--- src/rtl/mem_bus_master.sv ---
// Load/store bus master: lane steering, sign/zero extension and pipelined reads with
// in-order responses on an Avalon-MM-style bus.
module mem_bus_master #(
    parameter int unsigned DATA_W  = 32,
    parameter int unsigned MAX_OUT = 4,
    parameter int unsigned TAG_W   = 5
) (
    input  logic                clk,
    input  logic                reset_n,
    input  logic                req_valid,
    output logic                req_ready,
    input  logic                req_write,
    input  logic [1:0]          req_size,
    input  logic                req_signed,
    input  logic [31:0]         req_addr,
    input  logic [DATA_W-1:0]   req_wdata,
    input  logic [TAG_W-1:0]    req_tag,
    output logic                rsp_valid,
    output logic [DATA_W-1:0]   rsp_data,
    output logic [TAG_W-1:0]    rsp_tag,
    output logic                rsp_err,
    output logic                busy,
    output logic [31:0]         avm_address,
    output logic                avm_read,
    output logic                avm_write,
    output logic [DATA_W/8-1:0] avm_byteenable,
    output logic [DATA_W-1:0]   avm_writedata,
    input  logic                avm_waitrequest,
    input  logic [DATA_W-1:0]   avm_readdata,
    input  logic                avm_readdatavalid
);
    localparam int unsigned BE_W  = DATA_W / 8;
    localparam int unsigned OFF_W = $clog2(BE_W);
    localparam int unsigned PTR_W = (MAX_OUT > 1) ? $clog2(MAX_OUT) : 1;
    localparam int unsigned CNT_W = $clog2(MAX_OUT + 1);

    function automatic logic size_legal(input logic [1:0] size, input logic [2:0] addr);
        case (size)
            2'b00:   return 1'b1;
            2'b01:   return addr[0] == 1'b0;
            2'b10:   return addr[1:0] == 2'b00;
            default: return (DATA_W == 64) && (addr == 3'b000);
        endcase
    endfunction

    function automatic logic [BE_W-1:0] lane_mask(input logic [1:0] size,
                                                  input logic [OFF_W-1:0] off);
        logic [15:0] m;
        case (size)
            2'b00:   m = 16'h0001;
            2'b01:   m = 16'h0003;
            2'b10:   m = 16'h000F;
            default: m = 16'h00FF;
        endcase
        return BE_W'(m << off);
    endfunction

    function automatic logic [DATA_W-1:0] format_load(input logic [DATA_W-1:0] rdata,
                                                      input logic [OFF_W-1:0]  off,
                                                      input logic [1:0]        size,
                                                      input logic              sgn);
        logic [DATA_W-1:0] sh;
        logic [DATA_W-1:0] keep;
        logic              neg;
        sh = rdata >> {off, 3'b000};
        case (size)
            2'b00:   begin keep = DATA_W'(8'hFF);         neg = sh[7];  end
            2'b01:   begin keep = DATA_W'(16'hFFFF);      neg = sh[15]; end
            2'b10:   begin keep = DATA_W'(32'hFFFF_FFFF); neg = sh[31]; end
            default: begin keep = '1;                     neg = 1'b0;   end
        endcase
        return (sh & keep) | ((sgn && neg) ? ~keep : '0);
    endfunction

    function automatic logic [PTR_W-1:0] ptr_next(input logic [PTR_W-1:0] p);
        return (p == PTR_W'(MAX_OUT - 1)) ? '0 : p + PTR_W'(1);
    endfunction

    logic              cmd_valid;
    logic              cmd_write;
    logic [1:0]        cmd_size;
    logic              cmd_signed;
    logic [31:0]       cmd_addr;
    logic [DATA_W-1:0] cmd_wdata;
    logic [TAG_W-1:0]  cmd_tag;

    logic [TAG_W-1:0]  fifo_tag    [MAX_OUT];
    logic [OFF_W-1:0]  fifo_off    [MAX_OUT];
    logic [1:0]        fifo_size   [MAX_OUT];
    logic              fifo_signed [MAX_OUT];
    logic [PTR_W-1:0]  wr_ptr;
    logic [PTR_W-1:0]  rd_ptr;
    logic [CNT_W-1:0]  outstanding;

    logic             cmd_legal;
    logic [OFF_W-1:0] cmd_off;
    logic             drained;
    logic             accept;
    logic             fast_err;
    logic             push;
    logic             pop;
    logic             wr_done;
    logic             err_done;

    assign cmd_legal = size_legal(cmd_size, cmd_addr[2:0]);
    assign cmd_off   = cmd_addr[OFF_W-1:0];
    assign drained   = (outstanding == '0);

    assign req_ready = !cmd_valid;
    assign busy      = cmd_valid || !drained;

    assign avm_read  = cmd_valid && !cmd_write && cmd_legal && (outstanding < CNT_W'(MAX_OUT));
    // Stores wait for reads to drain so responses stay in issue order.
    assign avm_write = cmd_valid && cmd_write && cmd_legal && drained;

    assign avm_address    = {cmd_addr[31:OFF_W], {OFF_W{1'b0}}};
    assign avm_byteenable = (avm_read || avm_write) ? lane_mask(cmd_size, cmd_off) : '0;
    assign avm_writedata  = cmd_wdata << {cmd_off, 3'b000};

    assign accept   = req_valid && req_ready;
    // An illegal request arriving with nothing in flight is answered straight from the input.
    assign fast_err = accept && !size_legal(req_size, req_addr[2:0]) && drained;
    assign push     = avm_read && !avm_waitrequest;
    assign pop      = avm_readdatavalid && !drained;
    assign wr_done  = avm_write && !avm_waitrequest;
    assign err_done = cmd_valid && !cmd_legal && drained;

    always_ff @(posedge clk or negedge reset_n) begin
        if (!reset_n) begin
            cmd_valid   <= 1'b0;
            cmd_write   <= 1'b0;
            cmd_size    <= '0;
            cmd_signed  <= 1'b0;
            cmd_addr    <= '0;
            cmd_wdata   <= '0;
            cmd_tag     <= '0;
            wr_ptr      <= '0;
            rd_ptr      <= '0;
            outstanding <= '0;
            rsp_valid   <= 1'b0;
            rsp_err     <= 1'b0;
            rsp_data    <= '0;
            rsp_tag     <= '0;
        end else begin
            if (accept) begin
                cmd_valid  <= !fast_err;
                cmd_write  <= req_write;
                cmd_size   <= req_size;
                cmd_signed <= req_signed;
                cmd_addr   <= req_addr;
                cmd_wdata  <= req_wdata;
                cmd_tag    <= req_tag;
            end else if (push || wr_done || err_done) begin
                cmd_valid <= 1'b0;
            end

            if (push) wr_ptr <= ptr_next(wr_ptr);
            if (pop)  rd_ptr <= ptr_next(rd_ptr);
            if (push && !pop)      outstanding <= outstanding + CNT_W'(1);
            else if (pop && !push) outstanding <= outstanding - CNT_W'(1);

            rsp_valid <= 1'b0;
            if (pop) begin
                rsp_valid <= 1'b1;
                rsp_err   <= 1'b0;
                rsp_tag   <= fifo_tag[rd_ptr];
                rsp_data  <= format_load(avm_readdata, fifo_off[rd_ptr], fifo_size[rd_ptr],
                                         fifo_signed[rd_ptr]);
            end else if (wr_done || err_done) begin
                rsp_valid <= 1'b1;
                rsp_err   <= err_done;
                rsp_tag   <= cmd_tag;
                rsp_data  <= '0;
            end else if (fast_err) begin
                rsp_valid <= 1'b1;
                rsp_err   <= 1'b1;
                rsp_tag   <= req_tag;
                rsp_data  <= '0;
            end
        end
    end

    always_ff @(posedge clk) begin
        if (push) begin
            fifo_tag[wr_ptr]    <= cmd_tag;
            fifo_off[wr_ptr]    <= cmd_off;
            fifo_size[wr_ptr]   <= cmd_size;
            fifo_signed[wr_ptr] <= cmd_signed;
        end
    end

endmodule

--- config.mk ---
export PLATFORM = sky130hd
export DESIGN_NAME = mem_bus_master
export DESIGN_NICKNAME = d
export VERILOG_FILES = /design/src/rtl/mem_bus_master.sv
export SDC_FILE = /design/constraint.sdc
export NUM_CORES = 1
export LEC_CHECK = 0
export CORE_UTILIZATION = 50
export CTS_CLUSTER_DIAMETER = 150
export DETAILED_ROUTE_END_ITERATION = 6
export GPL_TIMING_DRIVEN = 0
export PLACE_DENSITY = 0.82
export SYNTH_ARGS = -nofsm -noshare
export SYNTH_HDL_FRONTEND = slang
export SYNTH_SLANG_ARGS = --single-unit
--- constraint.sdc ---
create_clock -name clk -period 5.7 [get_ports clk]
set_clock_uncertainty 0.15 [all_clocks]
set_input_delay 0.57 -clock clk [delete_from_list [all_inputs] [get_ports clk]]
set_output_delay 0.57 -clock clk [all_outputs]
set_load 0.005 [all_outputs]
After elaboration in Yosys (flattened, before gate mapping)
Memories as Yosys holds them, arrays and structs flattened.
Cells that the tools add are included.

cells by class
  equality and inequality tests = 8
  shift-type cells = 3
  $add $sub $neg = 4
  muxes and demuxes = 29
  reduce and logical (&&, ||, !) cells = 40
  bitwise operators = 5
  $lt $le $gt $ge = 1

operators by type and width
  operator                                                         number
  32-bit two-way mux                                               5
  32-bit one-hot mux with 2 select lines                           1
  32-bit AND                                                       1
  32-bit NOT                                                       1
  32-bit bitwise OR                                                1
  32-bit by 5-bit left shift with 32-bit output                    1
  32-bit by 5-bit >> shifter with 32-bit output                    1
  8-bit one-hot mux with 3 select lines                            1
  1-bit logical AND                                                17
  16-bit by 2-bit left shift with 4-bit output                     1
  5-bit two-way mux                                                3
  1-bit two-way mux                                                11
  2-bit == test, second input constant                             5
  2-bit zero test                                                  5
  1-bit zero test                                                  9
  1-bit one-hot mux with 3 select lines                            3
  2-bit by 1-bit == test with 1-bit output, second input constant  3
  3-bit two-way mux                                                2
  1-bit logical OR                                                 5
  2-bit by 1-bit adder with 2-bit output, second input constant    2
  2-bit two-way mux                                                2
  4-bit two-way mux                                                1
  2-bit nonzero test                                               2
  3-bit by 1-bit adder with 3-bit output, second input constant    1
  5 further kinds                                                  6

storage, ports and cells
  word-level logic and storage cells = 108
  output and inout bits = 111
  input port bits = 110
  RAM bits = 40
  memories = 4
  bits in registers = 120

memories
  memory       words  bits a word  read ports  clocked after Yosys merged registers in  wr ports  line  source
  fifo_tag     4      5            1           0                                        1         87    logic [TAG_W-1:0] fifo_tag [MAX_OUT];
  fifo_off     4      2            1           0                                        1         88    logic [OFF_W-1:0] fifo_off [MAX_OUT];
  fifo_size    4      2            1           0                                        1         89    logic [1:0] fifo_size [MAX_OUT];
  fifo_signed  4      1            1           0                                        1         90    logic fifo_signed [MAX_OUT];

Depth between registers and ports, before layout
  depth after elaboration = 9
  mapped depth = 11
  depth with buffers taken out = 10

Worst setup path after synthesis
No wires, ideal clock.

  path type = flip-flop to flip-flop
  start point = register cmd_size[0]
  end point = register outstanding[2]
  setup slack = 3.060 ns
  stages on the path, launching flop included = 11
  arrival = 2.411 ns
  period minus slack after synthesis = 2.640 ns
  cells stage by stage = dfrtp_1 > o21a_1 > o22ai_1 > nand2_1 > nor4_2 > ha_1 > inv_1 > fa_1 > xor2_1 > nor2_1 > xor2_1

on the way
  cells in the longest elaborated chain, start to end = 8

ends and longest elaborated chain
  element                                      line  source
  start, declared                              81    logic [1:0] cmd_size;
  start signal, assigned                       148   cmd_size <= req_size;
  2-bit == test, or another cell as far along  38    case (size)
  1-bit one-hot mux with 3 select lines (*)    38
  1-bit logical AND (*) (2 in series)          112   assign avm_read = cmd_valid && !cmd_write && cmd_legal && (outstanding < CNT_W'(MAX_OUT));
  1-bit logical AND (*)                        123   assign push = avm_read && !avm_waitrequest;
  net push                                     100   logic push;
  1-bit zero test                              160   else if (pop && !push) outstanding <= outstanding - CNT_W'(1);
  1-bit logical AND                            160
  2-bit nonzero test (no source line)          n/a
  end signal, assigned                         159   if (push && !pop) outstanding <= outstanding + CNT_W'(1);
  end signal, assigned                         160
  end, declared                                93    logic [CNT_W-1:0] outstanding;

Mark *: on every way through the listed nets, which the timed path passes. The rest lies on a longest branch.
A chain may end at the register's enable or synchronous reset.

Worst setup path in the final report
  start point = register cmd_addr[0]
  end point = output avm_writedata[23]

on the way
  cells in the longest elaborated chain, start to end = 1

ends and longest elaborated chain
  element                                        line  source
  start, declared                                83    logic [31:0] cmd_addr;
  start signal, assigned                         150   cmd_addr <= req_addr;
  32-bit by 5-bit left shift with 32-bit output  118   assign avm_writedata = cmd_wdata << {cmd_off, 3'b000};
  end, declared                                  27    output logic [DATA_W-1:0] avm_writedata,

No other way between the ends.

==> impl_results.md <==
- DRT antenna net count: 0
- CP Class: reg -> out
- Routed WL: 21,200 um
- Power Total: around 6 mW
- Max incr delay on CP: between 0.5 and 0.6 ns
- RePlAce Congestion: roughly 0.87
- DR iter-0 viols: between 400 and 500
- Post-synth cell types: 49
- MaxCap Viol Count: 0
- Slew Limit Fails: 0
- Main synth FF type: dfrtp_1
- Post-route minimum period: 3.85 ns
- Final net count: ~1,100
- Avg WL per Cell: 17.7 um
- Initial Utilization: ~50%
- Io pins: 221
- DRC viols: 0
- Critical path data required time: 4.98 ns
- Worst path arrival time: between 3 and 4 ns
- Core Area: 15,100 sq um
- Die ar.: 16,000 sq um
- Row cnt: 45
- Register area: 4200 sq um
- CTS buffer count: 17
- Chip Height: 126 um
- CP Cell Sequence: clkbuf_1 -> clkbuf_1 -> buf_1 -> mux2i_1 -> o21ai_0 -> clkdlybuf4s50_1
- First-pass GRT wire length: roughly 34,000 um
- Final setup fails: 0
- Top-count cell post-synth: nand2_1
- Post-synth top area share: 38.9%
- Placed Instance Area: around 10,000 sq um
- Slew @ Worst Pin: between 0.7 and 0.8 ns
- Post-Syn Area: slightly below 8000 sq um
- Max H-tree Level: 4
- Max_slew headroom: around 49%
- Final hold violation count: 0
- Routed wl met2: 10,300 um
- Dpl hpwl: 15,300 um
- Setup ws final: 1.85 ns
- GRT Residual Overflow: 0
- Most frequent cells after synthesis: nand2_1 (259), dfrtp_1 (120), edfxtp_1 (40), mux2i_1 (35), buf_4 (32)
- Ratio of cells with drive above 1 in the final layout: under 10%
- Crit path max-delay family: buffers and inverters
- Largest net degree at the start of global routing: 72
- Via/cell ratio: 5.42
- Syn Area/Cell: 10.2 sq um
- Vias in the first global route: about 6,500
- CTS tree: yes
- 1st-pass router iterations: 5
- CTS clk-pin slew, worst paths: 0.06 ns
- M1 wire length: roughly 8700 um
- Register bit total from synthesis: 160
- Critical Path Fanout Max: 10
- Worst Path Buf+Inv: 4
- Port Buf Inserts: 218
- Power Density: ~540 nW/um^2
- Fin crit share: 67.5%
- Cell accounting for the most synthesized area: dfrtp_1
- Clock sink count: 160
- Total GRT Usage: 27.8%
- Syn. warnings: 0
- Setup slack at placement: 2.29 ns
- Routed wl met3: 1650 um
- Highest-delay cell along the critical path: buf_1
- Design Area, Final: 10,800 sq um
- Syn Inst Count: approximately 760
- Hold Path Class: reg -> reg
- RSZ-0062 raised after global routing: false
- Area of the multi-input gates: 3030 sq um
- Antenna cells: 0
- Root Buffer Master: clkbuf_16
- Die W: 126 um
- Initial antenna violation count: 0
- Worst VDD drop: 0.307 mV
- Outcome: finished, final reports clean
- Area Growth Syn to Fin: 39.9%
- Critical path endpoint category: output port
- Clock Latency Late Sink: approximately 0.42 ns
- Via Count: 6,507
- LEAKAGE: 4.80 nW
- Async SR Flop Fraction: 75.0%
- Filler cell count: 1,129
- Max clock buf depth: 2
- Number of flops mapped to enable cells by yosys: 40
- DR top layer: met4
- CP Launch Type: register
- Fmax: 0.260 GHz
- Most used cell, CP: clkbuf_1
- Synth area leaders: dfrtp_1 (39%), edfxtp_1 (16%), nand2_1 (13%)
- Register area share after synthesis: 54.4%
registers in the layout, summed over array words and instances (netlist names), 2 cells and up:
signal / cells
cmd_addr: 32
cmd_wdata: 32
rsp_data: 32
fifo_tag: 20
fifo_off: 8
fifo_size: 8
cmd_tag: 5
rsp_tag: 5
fifo_signed: 4
outstanding: 3
cmd_size: 2
rd_ptr: 2
wr_ptr: 2
metal layers:
layer / GRT usage, % / vias up
met5: 0 / -
met4: 11.1 / 0
li1: - / 3042
met3: 7.09 / 38
met2: 45.5 / 319
met1: 35.4 / 3108
stage by stage:
step	std cells	hold WS, ns	TNS (ns)	util (%)
after floorplan	760	0.124	0	-
after detailed placement	1167	0.311	0	67.2
after global placement	1166	0.303	-100.77	67.0
final	1200	0.325	0	71.4
after CTS	1200	0.325	0	71.4
after global routing	1200	0.351	0	71.4
worst min-delay path, delay by kind of cell (launching register included):
kind / cells / cell delay [ns]
DFF: 1 / 0.34
and+or+nand+nor: 2 / 0.10
layout make-up:
type | count | area share, %
well taps | 188 | 2.18
flip-flops and latches | 160 | 38.9
repair buffers | 220 | 20.5
inverters | 15 | 0.521
multi-input cells | 508 | 28.0
clock inverters | 10 | 1.47
clock buffers | 22 | 4.29
plain buffers | 77 | 4.06
layout by cell type (no fill, tap or decap), types with 6 or more instances in the layout:
master	instances
o211ai_1	12
clkdlybuf4s50_1	217
ha_1	6
inv_1	14
o221ai_1	9
dfrtp_1	120
clkbuf_1	29
buf_1	10
nand2_1	259
o21ai_0	24
nand3_1	6
and2_1	12
nor2_1	23
a221o_1	8
nor3_1	9
mux2_2	10
buf_2	6
o2bb2ai_1	8
a211oi_1	10
clkbuf_16	17
a211o_1	8
mux2i_1	35
nor2b_1	12
a21oi_1	10
edfxtp_1	40
mux4_2	7
buf_4	32
logic make-up after synthesis:
kind of cell,Yosys count,synth area share (%)
AOI/OAI and AO/OA,107,10.4
xor gates and xnor gates,3,0.340
adders and majority gates,7,1.23
buffers and inverters,92,6.41
DFF,160,54.4
muxes,56,9.39
other,1,0.0485
and+or+nand+nor,333,17.8
worst paths after layout:
check                                     to            from  cells past startpoint  slack, ns
setup / recovery           avm_writedata[23]     cmd_addr[0]                      6       1.85
hold / removal                   cmd_addr[9]     cmd_addr[9]                      2       0.32
setup reg to reg              outstanding[2]  outstanding[1]                     11       2.44
hold reg to reg                  cmd_addr[9]     cmd_addr[9]                      2       0.32
max in group asynchronous       cmd_wdata[1]         reset_n                      3       4.17
min in group asynchronous        rsp_data[6]         reset_n                      2       0.50
power by group:
group	switching, mW	total (mW)	leakage, nW	internal, mW
combinational	1.25	2.71	2.64	1.46
sequential	0.327	1.96	1.86	1.63
clock	0.446	1.20	0.300	0.755
total	2.03	5.87	4.80	3.84
timing repair:
| action | in CTS | in global routing |
|---|---|---|
| setup buffers | 0 | 0 |
| endpoints found under the hold margin | 49 | 0 |
| gates resized for setup | 0 | 0 |
| hold buffers | 1 | 0 |
No activity file was read; power rests on OpenSTA's default activity.
